### src/rtl/ram_arbiter_pkg.sv
// ============================================================================
// Module : ram_arbiter_pkg
// Brief  : Shared widths, FSM encoding and port ids for the RAM arbiter.
// Rev    : 1.0  initial release
// ============================================================================
`default_nettype none

package ram_arbiter_pkg;

    localparam int DEF_ADDR_WIDTH = 14;
    localparam int DEF_DATA_WIDTH = 8;

    typedef enum logic [0:0] {
        ST_IDLE   = 1'b0,
        ST_ACCESS = 1'b1
    } state_t;

    localparam logic PORT_A = 1'b0;
    localparam logic PORT_B = 1'b1;

endpackage

`default_nettype wire

### src/rtl/ram_arbiter_if.sv
// ============================================================================
// Module : ram_arbiter_if
// Brief  : REQ/ACK requester bundle; master = requester, slave = arbiter.
// Rev    : 1.0  initial release
// ============================================================================
`default_nettype none

interface ram_arbiter_if
    import ram_arbiter_pkg::*;
#(
    parameter int ADDR_WIDTH = DEF_ADDR_WIDTH,
    parameter int DATA_WIDTH = DEF_DATA_WIDTH
);
    logic                  req;
    logic                  we;
    logic [ADDR_WIDTH-1:0] addr;
    logic [DATA_WIDTH-1:0] di;
    logic                  ack;
    logic [DATA_WIDTH-1:0] rdata;

    modport master (output req, we, addr, di, input  ack, rdata);
    modport slave  (input  req, we, addr, di, output ack, rdata);
endinterface

`default_nettype wire

### src/rtl/ram_arbiter_rr_arbiter2.sv
// ============================================================================
// Module : rr_arbiter2
// Brief  : Combinational two-way grant, round-robin or fixed A-priority.
// Rev    : 1.0  initial release
// ============================================================================
`default_nettype none

module rr_arbiter2
    import ram_arbiter_pkg::*;
#(
    parameter int FIXED_PRIORITY = 0
) (
    input  wire logic req_a_i,
    input  wire logic req_b_i,
    input  wire logic last_grant_i,
    output logic      valid_o,
    output logic      gnt_o
);

    always_comb begin
        valid_o = req_a_i | req_b_i;
        gnt_o   = PORT_A;
        if (req_a_i && req_b_i) begin
            if (FIXED_PRIORITY != 0) gnt_o = PORT_A;
            else                     gnt_o = (last_grant_i == PORT_A) ? PORT_B : PORT_A;
        end else if (req_b_i) begin
            gnt_o = PORT_B;
        end
    end

endmodule

`default_nettype wire

### src/rtl/ram_arbiter.sv
// ============================================================================
// Module : ram_arbiter
// Brief  : Two-requester sequencer owning all pins of a single-port sync RAM.
// Rev    : 1.0  initial release
// ============================================================================
`default_nettype none

module ram_arbiter
    import ram_arbiter_pkg::*;
#(
    parameter int ADDR_WIDTH     = DEF_ADDR_WIDTH,
    parameter int DATA_WIDTH     = DEF_DATA_WIDTH,
    parameter int FIXED_PRIORITY = 0
) (
    input  wire logic                  clk,
    input  wire logic                  rst,
    ram_arbiter_if.slave               a_if,
    ram_arbiter_if.slave               b_if,
    output logic [ADDR_WIDTH-1:0]      ram_addr_o,
    output logic                       ram_we_o,
    output logic                       ram_cs_o,
    output logic [DATA_WIDTH-1:0]      ram_di_o,
    input  wire logic [DATA_WIDTH-1:0] ram_do_i,
    output logic                       busy_o
);

    state_t                state_q,    state_d;
    logic                  gnt_q,      gnt_d;
    logic                  last_q,     last_d;
    logic [ADDR_WIDTH-1:0] ram_addr_q, ram_addr_d;
    logic [DATA_WIDTH-1:0] ram_di_q,   ram_di_d;
    logic                  ram_we_q,   ram_we_d;
    logic                  ram_cs_q,   ram_cs_d;
    logic                  busy_q,     busy_d;
    logic                  a_ack_q,    a_ack_d;
    logic                  b_ack_q,    b_ack_d;
    logic [DATA_WIDTH-1:0] a_do_q,     a_do_d;
    logic [DATA_WIDTH-1:0] b_do_q,     b_do_d;

    logic elig_a, elig_b, arb_valid, arb_gnt;

    // A request is masked during its own ACK cycle so it cannot be re-accepted.
    assign elig_a = a_if.req && !a_ack_q;
    assign elig_b = b_if.req && !b_ack_q;

    rr_arbiter2 #(
        .FIXED_PRIORITY (FIXED_PRIORITY)
    ) u_arb (
        .req_a_i      (elig_a),
        .req_b_i      (elig_b),
        .last_grant_i (last_q),
        .valid_o      (arb_valid),
        .gnt_o        (arb_gnt)
    );

    always_comb begin
        state_d    = state_q;
        gnt_d      = gnt_q;
        last_d     = last_q;
        ram_addr_d = ram_addr_q;
        ram_di_d   = ram_di_q;
        ram_we_d   = ram_we_q;
        ram_cs_d   = ram_cs_q;
        busy_d     = busy_q;
        a_ack_d    = 1'b0;
        b_ack_d    = 1'b0;
        a_do_d     = a_do_q;
        b_do_d     = b_do_q;

        case (state_q)
            ST_IDLE: begin
                if (arb_valid) begin
                    gnt_d      = arb_gnt;
                    ram_addr_d = (arb_gnt == PORT_B) ? b_if.addr : a_if.addr;
                    ram_di_d   = (arb_gnt == PORT_B) ? b_if.di   : a_if.di;
                    ram_we_d   = (arb_gnt == PORT_B) ? b_if.we   : a_if.we;
                    ram_cs_d   = 1'b1;
                    busy_d     = 1'b1;
                    state_d    = ST_ACCESS;
                end
            end
            ST_ACCESS: begin
                if (!ram_we_q) begin
                    if (gnt_q == PORT_B) b_do_d = ram_do_i;
                    else                 a_do_d = ram_do_i;
                end
                if (gnt_q == PORT_B) b_ack_d = 1'b1;
                else                 a_ack_d = 1'b1;
                ram_cs_d = 1'b0;
                ram_we_d = 1'b0;
                busy_d   = 1'b0;
                last_d   = gnt_q;
                state_d  = ST_IDLE;
            end
            default: state_d = ST_IDLE;
        endcase
    end

    always_ff @(posedge clk) begin
        if (rst) begin
            state_q    <= ST_IDLE;
            gnt_q      <= PORT_A;
            last_q     <= PORT_B;
            ram_addr_q <= '0;
            ram_di_q   <= '0;
            ram_we_q   <= 1'b0;
            ram_cs_q   <= 1'b0;
            busy_q     <= 1'b0;
            a_ack_q    <= 1'b0;
            b_ack_q    <= 1'b0;
            a_do_q     <= '0;
            b_do_q     <= '0;
        end else begin
            state_q    <= state_d;
            gnt_q      <= gnt_d;
            last_q     <= last_d;
            ram_addr_q <= ram_addr_d;
            ram_di_q   <= ram_di_d;
            ram_we_q   <= ram_we_d;
            ram_cs_q   <= ram_cs_d;
            busy_q     <= busy_d;
            a_ack_q    <= a_ack_d;
            b_ack_q    <= b_ack_d;
            a_do_q     <= a_do_d;
            b_do_q     <= b_do_d;
        end
    end

    assign ram_addr_o = ram_addr_q;
    assign ram_di_o   = ram_di_q;
    assign ram_we_o   = ram_we_q;
    assign ram_cs_o   = ram_cs_q;
    assign busy_o     = busy_q;
    assign a_if.ack   = a_ack_q;
    assign b_if.ack   = b_ack_q;
    assign a_if.rdata = a_do_q;
    assign b_if.rdata = b_do_q;

endmodule

`default_nettype wire

### src/flat_wrapper.sv
// flat-port wrapper written by rule: the top's interface ports become plain ports
module ram_arbiter_flat import ram_arbiter_pkg::*;
#(
    parameter int ADDR_WIDTH     = DEF_ADDR_WIDTH,
    parameter int DATA_WIDTH     = DEF_DATA_WIDTH,
    parameter int FIXED_PRIORITY = 0
)
  (clk, rst, ram_addr_o, ram_we_o, ram_cs_o, ram_di_o, ram_do_i, busy_o, a_if_req, a_if_we, a_if_addr, a_if_di, a_if_ack, a_if_rdata, b_if_req, b_if_we, b_if_addr, b_if_di, b_if_ack, b_if_rdata);
  ram_arbiter_if #(.ADDR_WIDTH(ADDR_WIDTH), .DATA_WIDTH(DATA_WIDTH)) a_if_i ();
  ram_arbiter_if #(.ADDR_WIDTH(ADDR_WIDTH), .DATA_WIDTH(DATA_WIDTH)) b_if_i ();
  input  wire logic clk;
  input  wire logic rst;
  output logic [ADDR_WIDTH-1:0] ram_addr_o;
  output logic ram_we_o;
  output logic ram_cs_o;
  output logic [DATA_WIDTH-1:0] ram_di_o;
  input  wire logic [DATA_WIDTH-1:0] ram_do_i;
  output logic busy_o;
  input wire logic [$bits(a_if_i.req)-1:0] a_if_req;
  input wire logic [$bits(a_if_i.we)-1:0] a_if_we;
  input wire logic [$bits(a_if_i.addr)-1:0] a_if_addr;
  input wire logic [$bits(a_if_i.di)-1:0] a_if_di;
  output wire logic [$bits(a_if_i.ack)-1:0] a_if_ack;
  output wire logic [$bits(a_if_i.rdata)-1:0] a_if_rdata;
  input wire logic [$bits(b_if_i.req)-1:0] b_if_req;
  input wire logic [$bits(b_if_i.we)-1:0] b_if_we;
  input wire logic [$bits(b_if_i.addr)-1:0] b_if_addr;
  input wire logic [$bits(b_if_i.di)-1:0] b_if_di;
  output wire logic [$bits(b_if_i.ack)-1:0] b_if_ack;
  output wire logic [$bits(b_if_i.rdata)-1:0] b_if_rdata;
  assign a_if_i.req = a_if_req;
  assign a_if_i.we = a_if_we;
  assign a_if_i.addr = a_if_addr;
  assign a_if_i.di = a_if_di;
  assign a_if_ack = a_if_i.ack;
  assign a_if_rdata = a_if_i.rdata;
  assign b_if_i.req = b_if_req;
  assign b_if_i.we = b_if_we;
  assign b_if_i.addr = b_if_addr;
  assign b_if_i.di = b_if_di;
  assign b_if_ack = b_if_i.ack;
  assign b_if_rdata = b_if_i.rdata;
  ram_arbiter #(.ADDR_WIDTH(ADDR_WIDTH), .DATA_WIDTH(DATA_WIDTH), .FIXED_PRIORITY(FIXED_PRIORITY)) u_core (.clk(clk), .rst(rst), .a_if(a_if_i), .b_if(b_if_i), .ram_addr_o(ram_addr_o), .ram_we_o(ram_we_o), .ram_cs_o(ram_cs_o), .ram_di_o(ram_di_o), .ram_do_i(ram_do_i), .busy_o(busy_o));
endmodule
### config.mk
export PLATFORM = sky130hd
export DESIGN_NAME = ram_arbiter_flat
export DESIGN_NICKNAME = d
export VERILOG_FILES = /design/src/rtl/ram_arbiter_pkg.sv /design/src/rtl/ram_arbiter_if.sv /design/src/rtl/ram_arbiter_rr_arbiter2.sv /design/src/rtl/ram_arbiter.sv /design/src/flat_wrapper.sv
export SDC_FILE = /design/constraint.sdc
export NUM_CORES = 1
export LEC_CHECK = 0
export ABC_CLOCK_PERIOD_IN_PS = 2140
export BUFFER_PORTS_ARGS = -buffer_cell sky130_fd_sc_hd__buf_2
export CORE_MARGIN = 5
export CORE_UTILIZATION = 30
export DETAILED_ROUTE_END_ITERATION = 8
export GPL_TIMING_DRIVEN = 0
export RECOVER_POWER = 100
export SLEW_MARGIN = 20
export SYNTH_ARGS = -nofsm -noshare
export SYNTH_HDL_FRONTEND = slang
export SYNTH_HIERARCHICAL = 1
export SYNTH_SLANG_ARGS = --single-unit
### constraint.sdc
create_clock -name clk -period 2.14 [get_ports clk]
set_input_delay 0.107 -clock clk [delete_from_list [all_inputs] [get_ports clk]]
set_output_delay 0.107 -clock clk [all_outputs]
set_load 0.02 [all_outputs]
==> results.toml <==
[synth]
syn-num-nets = 256
syn-cell-area_mm2 = 0.00193
synth_edf_count = 0
async_flop_share_pct = 0
ys_seq_elements = 45
synthFlopType = "dfxtp_1"
synthCells = 198
ys_seq_area_share_pct = 46.6
syn_avg_cell_area_um2 = 9.76
yosysWarnings = 6
ys_types = 23

[timing]
fin_tns_setup_ns = 0
setup_viol = 0
period_needed_ns = 1.61
max_freq_mhz = 622
worstMarginPinSlew_ns = 0.938
holdWs_ns = 0.0528
rsz0062_at_grt = "false"
relSlewSlack_pct = 37.3
final.period_utilization_pct = 75.1
clock-skew-final_ns = 0.0110
hold_viol = 0
setup_ws_ns = 0.533
drv_slew = 0

[finish]
diodes = 0
areaGrowthSynthToFinish_pct = 29.4
stdcell_count = 382
fill_cells = 701
multiInputGateArea_um2 = 841
final-seq-area_um2 = 901
final_util_pct = 39.6
fin_nets = 362
drive_gt1_share_pct = 27.2
fin_area_mm2 = 0.00250

[floorplan]
ios = 101
initial_core_util_pct = 30.6
rows = 29
die_w_um = 90.3
dieArea_mm2 = 0.00815
die_h_um = 90.3
core_area_mm2 = 0.00631

[cts]
clockBufferDepth = 2
cts.sinks = 45
root_buffer = "clkbuf_8"
hold_buffers = 0
tritoncts = "done"
cts_resized = 0
clock_latency_ns = 0.29
cts_setup_buffers = 0
htree_num_levels = 2
cts_buffers = 5
clk_pin_slew_worst_paths_ns = 0.09

[global_route]
antenna_found_initial = 0
grt_max_degree = 15
grt_overflow = 0
grt_pass1_wl_um = 8210
globalRouteTotalUtil_pct = 12.1
grt_pass1_vias = 1708

[worst_setup_path]
worst_ep_required_time_ns = 2.36
cp_data_arrival_time_ns = 1.83
cp-end-kind = "flip-flop"
path_max_fanout = 8
start_kind = "flip-flop"
timing_worst_setup_path_type = "reg2reg"

[placed_design]
gp_congestion = 0.654
dp_slack_ns = 0.598
dpl_cell_area_mm2 = 0.00252
io_buffers = 99
dpl.hpwl_um = 3930
dpl.cell_count = 374

[detailed_routing]
wl_per_cell_um = 13.3
firstDrtPassIters = 4
drc_errors = 0
via_count = 1733
drt_iter0_markers = 41
ant_nets = 0
routed_wl_um = 5080
via_per_inst = 4.54

[pwr]
power.total_mw = 1.92
total_leakage_power_nw = 1.04
vdd_ir_drop_max_mv = 0.329
p_per_area_mw_per_mm2 = 770

[run_status]
status = "finished clean"

[min_path]
worst_hold_path_type = "in2reg"

[flow_run]
maxCapViolations = 0
## kinds of logic (layout without fill, tap and decap cells)
kind of cell,after synthesis,after routing,synth area share (%)
buffers and inverters,18,125,6.67
muxes,24,24,12.4
AOI/OAI and AO/OA,40,40,18.0
and+or+nand+nor,71,71,16.3
DFF,45,45,46.6
## layout by cell type (no fill, tap or decap), drive strengths merged
cell type,netlist,layout
clkbuf,3,54
mux2i,24,24
a211oi,22,22
nor3b,2,2
dfxtp,45,45
clkinv,0,2
a21boi,1,1
and3b,2,2
nor2b,4,4
nor3,2,2
nand3b,1,1
a21oi,16,16
buf,15,69
nor2,26,26
nand2,32,32
a2111oi,1,1
or2,1,1
or3b,1,1
## flip-flops by register name, indices dropped and copies added, names as in the netlist
register	count
u_core/busy_o	1
u_core/b_if.rdata	8
u_core/ram_we_o	1
u_core/ram_addr_o	14
u_core/a_if.rdata	8
u_core/gnt_q	1
u_core/b_if.ack	1
u_core/ram_di_o	8
u_core/state_q	1
u_core/last_q	1
u_core/a_if.ack	1
## cells in the mapped netlist, types with 3 or more instances
cell type | count | area share, %
dfxtp_1 | 45 | 47
clkbuf_1 | 3 | 0.58
a21oi_1 | 16 | 4.1
buf_6 | 5 | 2.9
nand2_1 | 32 | 6.2
nor2b_1 | 3 | 0.97
buf_2 | 4 | 1.0
buf_4 | 5 | 1.9
nor2_1 | 26 | 5.0
a211oi_1 | 5 | 1.9
mux2i_1 | 24 | 12
a211oi_2 | 17 | 11
## worst max-delay path, cell delays in order, from the launching register on
cell and delay (ns):
dfxtp_1 0.31, clkbuf_1 0.16, nor3b_1 0.79, nand2_1 0.13
a21oi_1 0.15
## where the power goes
group	internal [mW]	leakage [nW]	total, mW	switching, mW
Sequential	0.905	0.371	0.938	0.0330
Combinational	0.174	0.617	0.437	0.263
Clock	0.262	0.0512	0.549	0.288
Total	1.34	1.04	1.92	0.584
## worst paths after layout
check / from / to / slack, ns / cells after the start
worst min-delay path: ram_do_i[3] / u_core/a_if.rdata[3]$_SDFFE_PP0P_ / 0.05 / 3
worst min register to register: u_core/b_if.rdata[4]$_SDFFE_PP0P_ / u_core/b_if.rdata[4]$_SDFFE_PP0P_ / 0.46 / 2
worst max register to register: u_core/gnt_q$_SDFFE_PP0P_ / u_core/a_if.rdata[7]$_SDFFE_PP0P_ / 0.53 / 4
worst max-delay path: u_core/gnt_q$_SDFFE_PP0P_ / u_core/a_if.rdata[7]$_SDFFE_PP0P_ / 0.53 / 4
## cell type report
class	count	area share (%)
buffer	18	5.00
clock buffer	6	3.30
clock inverter	2	0.550
multi-input combinational	135	33.6
sequential	45	36.0
tap	77	3.85
timing repair buffer	99	17.7
## per-layer routing
layer	global-route usage [%]	vias to the layer above	routed length (µm)
li1	-	895	-
met4	3.72	0	70
met5	0	-	0
met2	19.0	54	2430
met3	3.58	6	366
met1	15.9	778	2210
(Power assumes the default switching activity.)
